### src/rtl/div_sched.sv
// div_sched: sequences DIV/DIVU/MTHI/MTLO/MFHI/MFLO against an iterative divider,
// owns the HI/LO registers and stalls the pipeline while a division is in flight.
module div_sched #(
  parameter int unsigned TIMEOUT = 64
) (
  input  logic        clk,
  input  logic        rst,
  input  logic        op_valid,
  input  logic [2:0]  op_code,
  input  logic [31:0] op_a,
  input  logic [31:0] op_b,
  output logic        stall,
  output logic [31:0] rd_data,
  output logic        rd_valid,
  output logic        div_start,
  output logic        div_signed,
  output logic [31:0] div_a,
  output logic [31:0] div_b,
  input  logic        div_done,
  input  logic [31:0] div_q,
  input  logic [31:0] div_r,
  output logic [31:0] hi,
  output logic [31:0] lo,
  output logic        timeout_err
);

  localparam int unsigned DW = 32;
  localparam int unsigned CW = $clog2(TIMEOUT);
  localparam logic [CW-1:0] CNT_LAST = CW'(TIMEOUT - 1);

  localparam logic [1:0] S_IDLE  = 2'd0;
  localparam logic [1:0] S_START = 2'd1;
  localparam logic [1:0] S_WAIT  = 2'd2;

  localparam logic [2:0] OP_DIV  = 3'b001;
  localparam logic [2:0] OP_DIVU = 3'b010;
  localparam logic [2:0] OP_MTHI = 3'b011;
  localparam logic [2:0] OP_MTLO = 3'b100;
  localparam logic [2:0] OP_MFHI = 3'b101;
  localparam logic [2:0] OP_MFLO = 3'b110;

  logic [1:0]    state_q, state_d;
  logic [DW-1:0] hi_q, hi_d, lo_q, lo_d;
  logic [DW-1:0] div_a_q, div_a_d, div_b_q, div_b_d;
  logic          div_start_q, div_start_d;
  logic          div_signed_q, div_signed_d;
  logic          terr_q, terr_d;
  logic [CW-1:0] cnt_q, cnt_d;

  logic op_known;
  logic is_idle;
  logic accept;

  // Unknown encodings are invisible: they neither stall nor get accepted.
  assign op_known = (op_code != 3'b000) && (op_code != 3'b111);
  assign is_idle  = (state_q == S_IDLE);
  assign accept   = op_valid && op_known && is_idle;

  assign stall    = op_valid && op_known && !is_idle;
  assign rd_valid = accept && ((op_code == OP_MFHI) || (op_code == OP_MFLO));

  always_comb begin
    rd_data = '0;
    if (accept && (op_code == OP_MFHI)) rd_data = hi_q;
    if (accept && (op_code == OP_MFLO)) rd_data = lo_q;
  end

  always_comb begin
    state_d      = state_q;
    hi_d         = hi_q;
    lo_d         = lo_q;
    div_a_d      = div_a_q;
    div_b_d      = div_b_q;
    div_signed_d = div_signed_q;
    div_start_d  = 1'b0;
    terr_d       = terr_q;
    cnt_d        = cnt_q;
    case (state_q)
      S_IDLE: begin
        if (accept) begin
          case (op_code)
            OP_DIV, OP_DIVU: begin
              // A zero divisor is resolved here without launching the divider.
              if (op_b == '0) begin
                hi_d = op_a;
                lo_d = '1;
              end else begin
                div_a_d      = op_a;
                div_b_d      = op_b;
                div_signed_d = (op_code == OP_DIV);
                div_start_d  = 1'b1;
                state_d      = S_START;
              end
            end
            OP_MTHI: hi_d = op_a;
            OP_MTLO: lo_d = op_a;
            default: ;
          endcase
        end
      end
      S_START: begin
        cnt_d   = '0;
        state_d = S_WAIT;
      end
      S_WAIT: begin
        // Completion takes priority over an expiring budget.
        if (div_done) begin
          lo_d    = div_q;
          hi_d    = div_r;
          state_d = S_IDLE;
        end else if (cnt_q == CNT_LAST) begin
          terr_d  = 1'b1;
          state_d = S_IDLE;
        end else begin
          cnt_d = cnt_q + CW'(1);
        end
      end
      default: state_d = S_IDLE;
    endcase
  end

  always_ff @(posedge clk) begin
    if (rst) begin
      state_q      <= S_IDLE;
      hi_q         <= '0;
      lo_q         <= '0;
      div_a_q      <= '0;
      div_b_q      <= '0;
      div_start_q  <= 1'b0;
      div_signed_q <= 1'b0;
      terr_q       <= 1'b0;
      cnt_q        <= '0;
    end else begin
      state_q      <= state_d;
      hi_q         <= hi_d;
      lo_q         <= lo_d;
      div_a_q      <= div_a_d;
      div_b_q      <= div_b_d;
      div_start_q  <= div_start_d;
      div_signed_q <= div_signed_d;
      terr_q       <= terr_d;
      cnt_q        <= cnt_d;
    end
  end

  assign hi          = hi_q;
  assign lo          = lo_q;
  assign div_a       = div_a_q;
  assign div_b       = div_b_q;
  assign div_start   = div_start_q;
  assign div_signed  = div_signed_q;
  assign timeout_err = terr_q;

endmodule

### config.mk
export PLATFORM = sky130hd
export DESIGN_NAME = div_sched
export DESIGN_NICKNAME = d
export VERILOG_FILES = /design/src/rtl/div_sched.sv
export SDC_FILE = /design/constraint.sdc
export NUM_CORES = 1
export LEC_CHECK = 0
export CAP_MARGIN = 25
export CORE_ASPECT_RATIO = 1.2
export CORE_UTILIZATION = 41
export DETAILED_ROUTE_END_ITERATION = 7
export GPL_TIMING_DRIVEN = 0
export HOLD_SLACK_MARGIN = 0.08
export MAX_ROUTING_LAYER = met4
export PLACE_DENSITY_LB_ADDON = 0.12
export SKIP_CTS_REPAIR_TIMING = 1
export SKIP_LAST_GASP = 1
export SLEW_MARGIN = 20
export SYNTH_ARGS = -nofsm -noshare
export SYNTH_HDL_FRONTEND = slang
export SYNTH_SLANG_ARGS = --single-unit
### constraint.sdc
create_clock -name clk -period 3.1 [get_ports clk]
set_clock_uncertainty 0.2 [all_clocks]
set_input_delay 0.465 -clock clk [delete_from_list [all_inputs] [get_ports clk]]
set_output_delay 0.465 -clock clk [all_outputs]
set_load 0.01 [all_outputs]
Yosys cells after proc, flatten, opt, wreduce, memory -nomap -nowiden
Cells that the tools add are included.
{"block": "classes", "addsub": 1, "mul": 0, "n_div": 0, "n_lt_le_gt_ge": 0, "n_eq_ne": 20, "shifts": 0, "n_mux": 22, "n_bitwise": 5, "reduce_logical": 22}
{"cell": "$mux W32", "n": 8}
{"cell": "$pmux W32 S2", "n": 4}
{"cell": "$logic_not A32 Y1", "n": 1}
{"cell": "$mux W6", "n": 2}
{"cell": "$pmux W6 S2", "n": 1}
{"cell": "$mux W2", "n": 5}
{"cell": "$reduce_and A5 Y1", "n": 2}
{"cell": "$eq A3 B3 Y1 const B", "n": 3}
{"cell": "$ne A3 B3 Y1 const B", "n": 3}
{"cell": "$ne A2 B2 Y1 const B", "n": 4}
{"cell": "$reduce_and A4 Y1", "n": 2}
{"cell": "$logic_and A1 B1 Y1", "n": 7}
{"cell": "$add A6 B1 Y6 const B", "n": 1}
{"cell": "$eq A3 B2 Y1 const B", "n": 2}
{"cell": "$eq A6 B6 Y1 const B", "n": 1}
{"cell": "$ne A3 B1 Y1 const B", "n": 2}
{"cell": "$pmux W2 S3", "n": 1}
{"cell": "$reduce_and A3 Y1", "n": 2}
{"cell": "$not A1 Y1", "n": 5}
{"cell": "$ne A2 B1 Y1 const B", "n": 2}
{"cell": "$reduce_bool A2 Y1", "n": 2}
{"cell": "$reduce_or A4 Y1", "n": 1}
{"cell": "$eq A3 B1 Y1 const B", "n": 1}
{"cell": "$reduce_bool A3 Y1", "n": 1}
{"cell": "7 further kinds", "n": 7}
{"block": "totals", "regBits": 139, "latch_bits": 0, "ramBits": 0, "mem_bits_ro": 0, "in_bits": 135, "out_inout_bits": 165, "elab_cells": 79, "n_memories": 0}

Longest topological paths before layout
Gate-level depths: netlist (run 1).
{"block": "depth", "ltp_word": 7, "ltp_mapped": 9, "ltp_nobuf": 6}

Worst setup path before layout (run 1)
Ideal clock, no wire load.
{"block": "synth_timing", "path_kind": "input -> output", "startpoint": "input op_code[2]", "endpoint": "output rd_data[0]", "arrival_time_ns": 2.031, "t_required_ns": 2.435, "path_slack_ns": 0.404, "stages": 8, "n_path_buf": 3, "path_cell_list": "buf_6 or3_1 and2_1 and3_1 and4b_1 clkbuf_1 buf_2 a22o_1"}
{"block": "synth_between", "elab_chain_len": 7, "word_cells_on_any_way": 11, "classes_between": "eq/ne (3); mux (2); reduce/logical (6)"}
{"element": "from (decl)", "line": "9", "source": "input logic [2:0] op_code,"}
{"element": "$ne A3 B3 Y1 / $reduce_bool A3 Y1 (equally long branches)", "line": "55", "source": "assign op_known = (op_code != 3'b000) && (op_code != 3'b111);"}
{"element": "$logic_and A1 B1 Y1", "line": "55"}
{"element": "$logic_and A1 B1 Y1 (2 in series)", "line": "57", "source": "assign accept = op_valid && op_known && is_idle;"}
{"element": "$logic_and A1 B1 Y1", "line": "64", "source": "if (accept && (op_code == OP_MFHI)) rd_data = hi_q;"}
{"element": "$mux W32", "line": "64"}
{"element": "$mux W32 (*)", "line": "65", "source": "if (accept && (op_code == OP_MFLO)) rd_data = lo_q;"}
{"element": "to (decl)", "line": "13", "source": "output logic [31:0] rd_data,"}
Mark *: on every way between the ends. The rest lies on a longest branch, timed or not.

Final worst setup path (run 1)
{"block": "layout_timing", "startpoint": "input op_code[1]", "endpoint": "output rd_data[14]"}
The elaborated chain is that of the path after synthesis.

==> impl_metrics.py, run 1 <==
metrics = {
    "logic_synthesis": {
        "syn-instance-count": 712,
        "synth.yosys.seq_area_share": 0.4378,
        "synth_edf_count": 0,
        "ys_ff_latch": 139,
        "yosys_warnings": 0,
        "netlist.area_leader.share": 0.4378,
        "yosys-top-cells-count": "139 x dfxtp_1, 98 x a21oi_1, 70 x nand3_1, 66 x o21ai_0, 58 x clkbuf_1",
        "synth_nets": 848,
        "syn_area_mm2": 0.006356,
        "avgSynthCellArea_um2": 8.927,
        "synth_top_area_cell": "dfxtp_1",
        "synthTopCellsByArea": "dfxtp_1 44%, a21oi_1 7.7%, a211oi_2 5.9%",
        "yosysUniqueCellTypes": 37,
        "yosysMostFrequentCell": "dfxtp_1",
        "synth-async-reset-ratio": 0,
        "synthFlopType": "dfxtp_1",
    },
    "route": {
        "vias": 7013,
        "drtIter0Drc": 398,
        "ant_nets": 0,
        "firstDrtPassIters": 5,
        "vias_per_cell": 5.615,
        "routedWlPerCell_um": 20.28,
        "drc": 0,
        "routed_wl_um": 25330,
    },
    "clocking": {
        "htreeDepth": 4,
        "clk_pin_slew_ns": 0.06,
        "clockBufferDepth": 2,
        "cts_tree": "built",
        "cts_buffers": 17,
        "clock_sinks": 139,
        "clock_latency_ns": 0.42,
        "clockRootBuffer": "clkbuf_16",
    },
    "finish": {
        "num_antenna_cells": 0,
        "nFillCells": 1286,
        "fin_nets": 1168,
        "synthToLayoutAreaGrowth_pct": 62.34,
        "final_cells": 1249,
        "drive_gt1_frac": 0.08612,
    },
    "power": {
        "ir_drop_mv": 0.3138,
        "p_per_area_mw_per_mm2": 486.4,
        "leakagePower_nw": 4.117,
    },
    "setup_path": {
        "cp-start-kind": "primary input",
        "worstPathRequired_ns": 2.43,
        "end_kind": "output pin",
        "cp_slowest_cell": "clkdlybuf4s50_1",
        "max_stage_delay_ns": 0.48,
        "path_max_fanout": 10,
        "path_class": "primary input to output pin",
        "arrival_ns": 2.58,
        "path_cells": "clkbuf_2 > or3_1 > and2_1 > and3_1 > and4b_2 > buf_6 > a22o_1 > clkdlybuf4s50_1",
    },
    "sta": {
        "slew_headroom": 0.3946,
        "finalSetupViolations": 17,
        "tightest_slew_ns": 0.9081,
        "rsz0062_at_grt": "true",
        "clock.fmax_ghz": 0.3086,
        "fin_crit_sh": 1.045,
        "slew_viol_final": 0,
        "fin_ws_ns": -0.1406,
        "min_period_ns": 3.241,
        "hold_viol_final": 0,
    },
    "floorplanning": {
        "ioPinCount": 300,
        "num_rows": 49,
        "core-area_mm2": 0.01508,
        "die_w_um": 115.7,
        "die_area_mm2": 0.01601,
        "start_util": 0.4214,
        "chipHeight_um": 138.4,
    },
    "placement": {
        "numPortBuffers": 298,
        "dpl.hpwl_um": 18320,
        "place_ws_ns": -1.078,
        "gp_congestion": 0.8565,
        "dp.cells": 1214,
    },
    "status": {
        "violations": "setup timing",
        "status": "finished, violations left",
    },
    "global_route": {
        "grt_pass1_vias": 6780,
        "grt_max_degree": 17,
        "antenna_found_initial": 0,
        "overflow": 0,
        "track_usage": 0.3237,
        "grt_pass1_wl_um": 37960,
    },
    "run": {
        "drv_cap": 0,
    },
    "worst_hold_path": {
        "hp-class": "primary input to register",
    },
}
-- logic make-up after synthesis --
kind of cell	Yosys count	share of synthesized area
DFF	139	0.4378
buffers and inverters	80	0.05571
AOI/OAI and AO/OA	299	0.3140
muxes	33	0.05197
adders and majority gates	1	0.001968
xor gates and xnor gates	4	0.005513
and+or+nand+nor	156	0.1331
-- worst max-delay path, delay by kind of cell --
| kind | cells | cell delay (ns) |
|---|---|---|
| simple gates | 4 | 1.07 |
| buf+inv | 3 | 0.80 |
| compound gates | 1 | 0.24 |
-- layer usage --
| metal | global-route usage | routed length, um | part of all wire | up-vias |
|---|---|---|---|---|
| li1 | - | - | - | 3322 |
| met2 | 0.5452 | 12720 | 0.50 | 315 |
| met5 | - | 0 | 0 | - |
| met4 | 0.1336 | 824 | 0.033 | 0 |
| met1 | 0.3652 | 9783 | 0.39 | 3322 |
| met3 | 0.07278 | 2003 | 0.079 | 54 |
-- final timing paths --
path | from | endpoint | slack (ns) | cells past startpoint
hold / removal | op_code[2] | div_signed | 0.18 | 4
setup / recovery | op_code[1] | rd_data[14] | -0.14 | 8
setup reg to reg | state_q[1] | div_a[15] | 0.63 | 6
hold reg to reg | timeout_err | timeout_err | 0.27 | 2
-- registers in the layout, indices dropped and copies added (netlist names) --
name	count
div_b	32
state_q	2
hi	32
div_signed	1
timeout_err	1
lo	32
div_start	1
div_a	32
cnt_q	6
-- cell usage in the layout (no fill, tap or decap), drive strengths merged --
master | Yosys | routed
o211ai | 1 | 1
a211oi | 32 | 32
and4b | 2 | 2
clkdlybuf4s50 | 0 | 278
o21ai | 66 | 66
nand3 | 70 | 70
nor3 | 5 | 5
xnor2 | 2 | 2
buf | 21 | 27
or2 | 1 | 1
dlymetal6s2s | 0 | 18
or3 | 1 | 1
mux2i | 33 | 33
clkinvlp | 0 | 6
nand4 | 2 | 2
and2 | 2 | 2
xor2 | 2 | 2
and3b | 2 | 2
inv | 1 | 3
clkinv | 0 | 2
bufinv | 0 | 3
a22oi | 33 | 33
nor2 | 14 | 14
nand2 | 7 | 7
nor3b | 3 | 3
and3 | 1 | 1
ha | 1 | 1
a22o | 32 | 32
a41o | 1 | 1
nor2b | 2 | 2
clkbuf | 58 | 76
dfxtp | 139 | 139
nand2b | 33 | 33
o2111ai | 1 | 1
o21a | 3 | 3
o22ai | 32 | 32
a21oi | 98 | 98
nor4 | 11 | 11
-- layout make-up --
cell class                 count  area, um2  area share
clock buffer                  19      452.9     0.04389
timing repair buffer         303       3055      0.2961
tap                          204      255.2     0.02474
buffer                        77      372.9     0.03613
clock inverter                13      166.4     0.01613
sequential                   139       2783      0.2697
inverter                       1      3.754   0.0003638
multi-input combinational    493       3229      0.3130
-- where the power goes --
| group | internal (mW) | switching, mW |
|---|---|---|
| clock | 1.31 | 0.828 |
| combinational | 0.463 | 0.458 |
| sequential | 1.88 | 0.0734 |
-- stage by stage --
step / hold WS, ns / utilization / area, um2 / power [mW] / setup TNS (ns)
finish: 0.1845 / 0.6842 / 10320 / 5.019 / -1.921
CTS: 0.1754 / 0.6772 / 10210 / 5.027 / -30.44
global route: 0.1899 / 0.6842 / 10320 / 5.179 / -3.979
global placement: 0.2490 / 0.6361 / 9594 / 2.894 / -53.33
floorplan: 0.2907 / - / 6356 / 2.368 / 0
detailed placement: 0.2607 / 0.6361 / 9594 / 2.901 / -52.31
No activity file was read; power rests on OpenSTA's default activity.
==> inputs of run 2 (changes only) <==
--- a/config.mk
+++ b/config.mk
@@ -7,6 +7,7 @@
 export LEC_CHECK = 0
 export CAP_MARGIN = 25
 export CORE_ASPECT_RATIO = 1.2
+export CORE_MARGIN = 3
 export CORE_UTILIZATION = 41
 export DETAILED_ROUTE_END_ITERATION = 7
 export GPL_TIMING_DRIVEN = 0
==> impl_metrics.py, run 2 (synthesis results as in run 1) <==
metrics = {
    "setup_path": {
        "cp-start-kind": "primary input",
        "worstPathRequired_ns": 2.43,
        "path_class": "primary input to output pin",
        "arrival_ns": 2.50,
        "path_max_fanout": 10,
        "end_kind": "output pin",
    },
    "sta": {
        "fin_crit_sh": 1.022,
        "slew_viol_final": 0,
        "slew_headroom": 0.3963,
        "rsz0062_at_grt": "true",
        "finalSetupViolations": 10,
        "clock.fmax_ghz": 0.3157,
        "tns_ns": -0.4826,
        "fin_ws_ns": -0.06762,
        "hold_slack_ns": 0.1785,
        "min_period_ns": 3.168,
        "tightest_slew_ns": 0.9055,
        "hold_viol_final": 0,
    },
    "floorplanning": {
        "chipHeight_um": 142.4,
        "start_util": 0.4214,
        "die_w_um": 119.7,
        "die_area_mm2": 0.01704,
        "num_rows": 49,
        "ioPinCount": 300,
        "core-area_mm2": 0.01508,
    },
    "status": {
        "violations": "setup timing",
        "status": "finished, violations left",
    },
    "power": {
        "ir_drop_mv": 0.2754,
        "leakagePower_nw": 4.391,
        "p_per_area_mw_per_mm2": 468.7,
        "power_mw": 4.823,
    },
    "global_route": {
        "grt_pass1_wl_um": 38930,
        "grt_pass1_vias": 6912,
        "antenna_found_initial": 0,
        "overflow": 0,
        "grt_max_degree": 17,
        "track_usage": 0.3026,
    },
    "clocking": {
        "cts_buffers": 17,
        "clockBufferDepth": 2,
        "htreeDepth": 4,
        "clock_sinks": 139,
        "cts_tree": "built",
        "clk_pin_slew_ns": 0.06,
        "clock_latency_ns": 0.42,
        "clockRootBuffer": "clkbuf_16",
    },
    "placement": {
        "place_area_mm2": 0.009594,
        "dpl.hpwl_um": 18710,
        "gp_congestion": 0.8453,
        "dp.cells": 1214,
        "place_ws_ns": -0.9783,
        "numPortBuffers": 298,
    },
    "route": {
        "routedWlPerCell_um": 20.64,
        "routed_wl_um": 25720,
        "drc": 0,
        "vias": 7047,
        "vias_per_cell": 5.656,
        "ant_nets": 0,
        "firstDrtPassIters": 5,
        "drtIter0Drc": 450,
    },
    "finish": {
        "synthToLayoutAreaGrowth_pct": 61.89,
        "drive_gt1_frac": 0.07965,
        "final_common_cell": "clkdlybuf4s50_1",
        "final_core_util": 0.6823,
        "num_antenna_cells": 0,
        "final_cell_mix": "263 x clkdlybuf4s50_1, 139 x dfxtp_1, 98 x a21oi_1",
        "stdcell_area_mm2": 0.01029,
        "fin_nets": 1166,
        "final_cells": 1246,
    },
    "worst_hold_path": {
        "hp-class": "primary input to register",
    },
    "run": {
        "drv_cap": 0,
    },
}
[run 2: changes by cell type in the layout (fill, tap and decap cells not counted), sizes merged]
| cell | change |
|---|---|
| bufinv | -2 |
| inv | -2 |
| clkinv | +2 |
| clkdlybuf4s50 | -15 |
| buf | -1 |
| dlymetal6s2s | +17 |
| clkbuf | +2 |
| clkinvlp | -4 |
[run 2: layout make-up]
| cell class | count | area (um2) |
|---|---|---|
| buffer | 77 | 369.1 |
| sequential | 139 | 2783 |
| clock buffer | 24 | 491.7 |
| clock inverter | 7 | 65.06 |
| inverter | 1 | 3.754 |
| fill | 1284 | 4792 |
| multi-input combinational | 493 | 3229 |
| timing repair buffer | 301 | 3093 |
| tap | 204 | 255.2 |
[run 2: worst paths after layout]
| kind | from | to | slack (ns) | depth (start not counted) |
|---|---|---|---|---|
| min | op_code[2] | div_signed | 0.18 | 4 |
| min reg2reg | div_b[17] | div_b[17] | 0.27 | 2 |
| max reg2reg | state_q[1] | div_a[5] | 0.62 | 6 |
| max | op_code[1] | rd_data[11] | -0.07 | 9 |
[run 2: report_power, final]
group / switching (mW) / internal, mW / total, mW / leakage [nW]
logic: 0.455 / 0.462 / 0.917 / 2.99
registers: 0.0777 / 1.88 / 1.96 / 1.13
clock network: 0.766 / 1.18 / 1.94 / 0.272
total: 1.30 / 3.52 / 4.82 / 4.39
[run 2: routing by layer]
layer  share of wire  up-vias  track usage  wire length, um
li1                -     3308            -                -
met3           0.073       69      0.06044             1881
met2            0.49      354       0.4970            12560
met1            0.40     3316       0.3616            10230
met4           0.041        0       0.1321             1054
met5               0        -            -                0
[run 2: critical path, cell delays in order]
cell,delay [ns]
dlymetal6s2s_1,0.21
or3_4,0.41
and2_1,0.19
and3_1,0.20
and4b_2,0.30
buf_4,0.15
buf_6,0.15
a22o_1,0.23
dlymetal6s2s_1,0.19
==> inputs of run 3 (changes only) <==
--- a/config.mk
+++ b/config.mk
@@ -16,7 +16,6 @@
 export PLACE_DENSITY_LB_ADDON = 0.12
 export SKIP_CTS_REPAIR_TIMING = 1
 export SKIP_LAST_GASP = 1
-export SLEW_MARGIN = 20
 export SYNTH_ARGS = -nofsm -noshare
 export SYNTH_HDL_FRONTEND = slang
 export SYNTH_SLANG_ARGS = --single-unit
==> results of run 3 <==
The final DEF is identical to that of run 2; final timing and power are the same.
